**config.mk**
```make
export PLATFORM = sky130hd
export DESIGN_NAME = fifo_asym_ctrl_flat
export DESIGN_NICKNAME = d
export VERILOG_FILES = /design/src/rtl/fifo_pkg.sv /design/src/rtl/fifo_asym_ctrl_if.sv /design/src/rtl/fifo_ptr_cnt.sv /design/src/rtl/fifo_asym_ctrl.sv /design/src/flat_wrapper.sv
export SDC_FILE = /design/constraint.sdc
export NUM_CORES = 1
export LEC_CHECK = 0
export BUFFER_PORTS_ARGS = -buffer_cell sky130_fd_sc_hd__buf_2
export CORE_UTILIZATION = 42
export CTS_CLUSTER_SIZE = 40
export DETAILED_ROUTE_END_ITERATION = 7
export PLACE_DENSITY_LB_ADDON = 0.08
export SLEW_MARGIN = 20
export SYNTH_ARGS = -nofsm -noshare
export SYNTH_HDL_FRONTEND = slang
export SYNTH_SLANG_ARGS = --single-unit
```
**constraint.sdc**
```tcl
create_clock -name clk -period 1.9 [get_ports clk]
set_input_delay 0.38 -clock clk [delete_from_list [all_inputs] [get_ports clk]]
set_output_delay 0.38 -clock clk [all_outputs]
set_load 0.01 [all_outputs]
```
**src/rtl/fifo_pkg.sv**
```systemverilog
// Shared sizing and types for the asymmetric FIFO controller (16-bit write, 8-bit read).
package fifo_pkg;
    localparam int ADDR_WIDTH = 3;
    localparam int DEPTH      = 2 ** ADDR_WIDTH;
    localparam int CNT_WIDTH  = ADDR_WIDTH + 1;

    typedef logic [ADDR_WIDTH-1:0] ptr_t;
    typedef logic [CNT_WIDTH-1:0]  cnt_t;

    function automatic int unsigned depth_of(input int unsigned aw);
        return 32'd1 << aw;
    endfunction
endpackage

```
**src/rtl/fifo_asym_ctrl_if.sv**
```systemverilog
// Handshake and register-file control bundle between the FIFO users and the controller.
interface fifo_asym_ctrl_if #(
    parameter int ADDR_WIDTH = fifo_pkg::ADDR_WIDTH
);
    logic                  wr;
    logic                  rd;
    logic                  w_en;
    logic [ADDR_WIDTH-1:0] w_addr;
    logic [ADDR_WIDTH-1:0] r_addr;
    logic                  full;
    logic                  empty;
    logic [ADDR_WIDTH:0]   count;
    logic                  ovf;
    logic                  udf;

    modport master (
        output wr, rd,
        input  w_en, w_addr, r_addr, full, empty, count, ovf, udf
    );

    modport slave (
        input  wr, rd,
        output w_en, w_addr, r_addr, full, empty, count, ovf, udf
    );
endinterface

```
**src/rtl/fifo_ptr_cnt.sv**
```systemverilog
// Wrapping byte-address pointer; advances by i_step when enabled, wraps modulo 2**ADDR_WIDTH.
module fifo_ptr_cnt #(
    parameter int ADDR_WIDTH = fifo_pkg::ADDR_WIDTH
) (
    input  logic                  clk,
    input  logic                  reset_n,
    input  logic                  i_en,
    input  logic [ADDR_WIDTH-1:0] i_step,
    output logic [ADDR_WIDTH-1:0] o_ptr
);
    logic [ADDR_WIDTH-1:0] r_ptr;

    always_ff @(posedge clk) begin
        if (!reset_n) begin
            r_ptr <= '0;
        end else if (i_en) begin
            r_ptr <= r_ptr + i_step;
        end
    end

    assign o_ptr = r_ptr;
endmodule

```
**src/rtl/fifo_asym_ctrl.sv**
```systemverilog
// Pointer/status controller: two-byte pushes, one-byte pops, count/full/empty and error pulses.
module fifo_asym_ctrl
    import fifo_pkg::*;
#(
    parameter int ADDR_WIDTH = fifo_pkg::ADDR_WIDTH
) (
    input  logic                   clk,
    input  logic                   reset_n,
    fifo_asym_ctrl_if.slave        bus
);
    localparam int unsigned DEPTH_L = depth_of(ADDR_WIDTH);
    localparam logic [ADDR_WIDTH:0] FULL_THR = (ADDR_WIDTH+1)'(DEPTH_L - 2);

    logic [ADDR_WIDTH:0]   r_count;
    logic                  r_ovf;
    logic                  r_udf;
    logic                  w_full;
    logic                  w_empty;
    logic                  w_wr_ok;
    logic                  w_rd_ok;
    logic [ADDR_WIDTH:0]   w_count_next;
    logic [ADDR_WIDTH-1:0] w_waddr;
    logic [ADDR_WIDTH-1:0] w_raddr;

    // Status comes from the registered count only; a same-cycle read never frees room for a write.
    assign w_full  = (r_count > FULL_THR);
    assign w_empty = (r_count == '0);
    assign w_wr_ok = bus.wr & ~w_full;
    assign w_rd_ok = bus.rd & ~w_empty;

    always_comb begin
        w_count_next = r_count;
        w_count_next = w_count_next + {{(ADDR_WIDTH-1){1'b0}}, w_wr_ok, 1'b0};
        w_count_next = w_count_next - {{ADDR_WIDTH{1'b0}}, w_rd_ok};
    end

    fifo_ptr_cnt #(.ADDR_WIDTH(ADDR_WIDTH)) u_wptr (
        .clk     (clk),
        .reset_n (reset_n),
        .i_en    (w_wr_ok),
        .i_step  (ADDR_WIDTH'(2)),
        .o_ptr   (w_waddr)
    );

    fifo_ptr_cnt #(.ADDR_WIDTH(ADDR_WIDTH)) u_rptr (
        .clk     (clk),
        .reset_n (reset_n),
        .i_en    (w_rd_ok),
        .i_step  (ADDR_WIDTH'(1)),
        .o_ptr   (w_raddr)
    );

    always_ff @(posedge clk) begin
        if (!reset_n) begin
            r_count <= '0;
            r_ovf   <= 1'b0;
            r_udf   <= 1'b0;
        end else begin
            r_count <= w_count_next;
            r_ovf   <= bus.wr & w_full;
            r_udf   <= bus.rd & w_empty;
        end
    end

    assign bus.w_en   = w_wr_ok;
    assign bus.w_addr = w_waddr;
    assign bus.r_addr = w_raddr;
    assign bus.full   = w_full;
    assign bus.empty  = w_empty;
    assign bus.count  = r_count;
    assign bus.ovf    = r_ovf;
    assign bus.udf    = r_udf;
endmodule
```
**src/flat_wrapper.sv**
```systemverilog
// flat-port wrapper written by rule: the top's interface ports become plain ports
module fifo_asym_ctrl_flat import fifo_pkg::*;
#(
    parameter int ADDR_WIDTH = fifo_pkg::ADDR_WIDTH
)
  (clk, reset_n, bus_wr, bus_rd, bus_w_en, bus_w_addr, bus_r_addr, bus_full, bus_empty, bus_count, bus_ovf, bus_udf);
  fifo_asym_ctrl_if #(.ADDR_WIDTH(ADDR_WIDTH)) bus_i ();
  input  logic clk;
  input  logic reset_n;
  input wire logic [$bits(bus_i.wr)-1:0] bus_wr;
  input wire logic [$bits(bus_i.rd)-1:0] bus_rd;
  output wire logic [$bits(bus_i.w_en)-1:0] bus_w_en;
  output wire logic [$bits(bus_i.w_addr)-1:0] bus_w_addr;
  output wire logic [$bits(bus_i.r_addr)-1:0] bus_r_addr;
  output wire logic [$bits(bus_i.full)-1:0] bus_full;
  output wire logic [$bits(bus_i.empty)-1:0] bus_empty;
  output wire logic [$bits(bus_i.count)-1:0] bus_count;
  output wire logic [$bits(bus_i.ovf)-1:0] bus_ovf;
  output wire logic [$bits(bus_i.udf)-1:0] bus_udf;
  assign bus_i.wr = bus_wr;
  assign bus_i.rd = bus_rd;
  assign bus_w_en = bus_i.w_en;
  assign bus_w_addr = bus_i.w_addr;
  assign bus_r_addr = bus_i.r_addr;
  assign bus_full = bus_i.full;
  assign bus_empty = bus_i.empty;
  assign bus_count = bus_i.count;
  assign bus_ovf = bus_i.ovf;
  assign bus_udf = bus_i.udf;
  fifo_asym_ctrl #(.ADDR_WIDTH(ADDR_WIDTH)) u_core (.clk(clk), .reset_n(reset_n), .bus(bus_i));
endmodule
```
==> impl_results.md <==
* Max-cap violations at 0
* CTS tree: done
* Worst Slack Setup Final at -172 ps
* Die Area at approximately 1500 um2
* Vias in the first global route at 425
* Cells after DPL at between 100 and 150
* CP endpoint kind: flip-flop
* Die height at 38.5 um
* VDD IR-drop max at 832 uV
* Hold_buf cts at 0
* Outcome: finished with violations
* Cell Rows at 12
* Setup-failing EPs final at 3
* 1st-iter DRT viols at 2
* CTS clk-pin slew, worst paths at around 70 ps
* Layout cells sized above 1 at a little over two fifths
* Detailed Route WL at between 1000 and 1500 um
* Most frequent cells in the layout: buf_2, buf_4, inv_1, dfxtp_1
* Final worst-path cycle share at 109%
* Ports at 19
* Clk root buf: clkbuf_4
* Drt pass-1 iters at 2
* H-tree lvl count at 1
* Slew Limit Fails at 0
* Clk buf depth at 2
* Worst Setup SP: u_core.bus.count[3]
* Gpl congestion at 0.647
* Syn_area_per_cell at between 8 and 9 um2
* Starting density of the core at between 40% and 50%
* Largest net degree at the start of global routing at 9
* Area growth syn-to-layout at 45.6%
* Final net count at 108
* Reg area at 223 um2
* Syn nets at 74
* Ant diodes at 0
* Arrival time at the worst endpoint at ~2200 ps
* Seq/Total Area, Yosys at 39.4%
* Vias per cell at between 4 and 5
* RSZ-0062 raised after global routing: yes
* Max Clk Rate at between 400 and 500 MHz
* Gr usage total at 16.7%
* Mapped Area at 559 um2
* Die span in x at 38.5 um
* Skew final at about 3.8 ps
* First-pass GRT wire length at approximately 1600 um
* Netlist cell types at 23
* GRT overflow at 0
* Worst setup SP type: flip-flop
* Hold crit path type: input port to flip-flop
* Clk_lat worst skew at approximately 270 ps
* Yosys warns at 0
* Yosys reg bits at 11
* PortBufs at 17
* Post-DP HPWL at around 820 um
* Drt wl/cell at 9.94 um
* Area of the multi-input gates at about 320 um2
* HP Start: reset_n
* Leak at 0.427 nW
* Clk sinks at 11
* CP required at between 2000 and 2500 ps
* Final min period at 2070 ps
* Failing checks: negative setup slack
* Critical path type: flip-flop to flip-flop
* RR Startpoint: u_core.bus.count[3]
* PwrDens at roughly 1400 nW/um2
* Post-route insts no fill at 110
* Number of buffers created by CTS at 3
* Fin. Hold Viols at 0
* Core Util, Final at a little over two thirds
* Initial antenna violation count at 0
* Layout fillers at roughly 100
* Post-Syn Instances at 63
* Residual DRC at 0
* Vias at roughly 500
* Critical Path Fanout Max at 2
* DRT antenna net count at 0
* Commonest non-fill, non-tap cell in the layout: buf_2
* Core area at between 1000 and 1500 um2
## kinds of logic after synthesis
group,synth area share [%]
AO/OA/AOI/OAI,9.40
XOR/XNOR,1.57
flip-flops,39.4
AND/OR/NAND/NOR,20.1
adder cells (fa/ha/maj),17.0
buffers and inverters,10.1
other,0.670
multiplexers,1.79
## routing by layer
layer | routed length, um | global-route usage (%) | up-vias | share of wire [%]
met5 | 0 | 0 | - | 0
met4 | 0 | 10.3 | 0 | 0
met3 | 42 | 5.23 | 0 | 3.8
met2 | 521 | 25.0 | 11 | 48
met1 | 530 | 20.5 | 211 | 48
li1 | - | - | 269 | -
## synth_stat cells, drive strengths merged
cell,instances,area [um2]
nand3b,1,7.51
inv,13,48.8
mux2i,1,10.0
or4,2,15.0
dfxtp,11,220
nand2,2,7.51
nand2b,1,6.26
buf,1,7.51
nor2,5,18.8
fa,1,20.0
and3,2,17.5
nor3b,1,12.5
or3,1,6.26
nor3,3,15.0
a21boi,1,7.51
xnor2,1,8.76
ha,6,75.1
and2,1,6.26
conb,1,3.75
o31ai,2,15.0
o21ai,2,10.0
a21oi,4,20.0
## metrics by stage
step | setup slack [ps] | TNS (ps) | total power [W] | hold WS (ps) | cell area (um2)
3_3_place_gp | -154 | -284 | 0.000933 | 451 | 758
3_5_place_dp | -192 | -361 | 0.000950 | 453 | 758
2_1_floorplan | -233 | -424 | 0.000698 | 486 | 588
5_1_grt | -296 | -719 | 0.00129 | 383 | 815
6_report | -172 | -393 | 0.00117 | 370 | 815
4_1_cts | -182 | -343 | 0.00112 | 365 | 792
## critical path: stages (launching register included)
cell and delay (ps):
dfxtp_2 340, inv_2 50, ha_4 150, and3_4 150, nor3_4 160, inv_1 70, ha_1 270, inv_1 60
ha_1 130, inv_1 50, fa_2 510, nor2_1 40
## flip-flops by register name, indices dropped and copies added (netlist names)
| name | flops |
|---|---|
| u_core.bus.count | 4 |
| u_core.bus.ovf | 1 |
| u_core.bus.udf | 1 |
| u_core.u_rptr.o_ptr | 3 |
| u_core.u_wptr.o_ptr | 2 |
## path summary, 6_finish.rpt
kind	end	slack [ps]	depth (start not counted)
worst min register to register	u_core.u_wptr.o_ptr[2]	470	2
worst min-delay path	u_core.bus.count[1]	370	2
worst max-delay path	u_core.bus.count[2]	-170	11
worst max register to register	u_core.bus.count[2]	-170	11
## final cells by class
class                           instances  area share [%]
Clock buffer                            4            3.23
Inverter                               13            5.99
Multi-Input combinational cell         38            38.9
Sequential cell                        11            27.3
Tap cell                               14            2.15
Timing Repair Buffer                   30            22.4
## report_power, final
group	internal (W)	leakage, nW	switching (W)
logic	0.000362	0.321	0.000310
registers	0.000297	0.0910	0.0000440
clock network	0.0000812	0.0150	0.0000800
## timing repair
item / CTS / global route
resized for setup: 0 / 1
setup buffers: 1 / 2
endpoints found under the setup margin: 2 / 5
pin swaps: 1 / 0
Power figures use the tool's default switching activity.
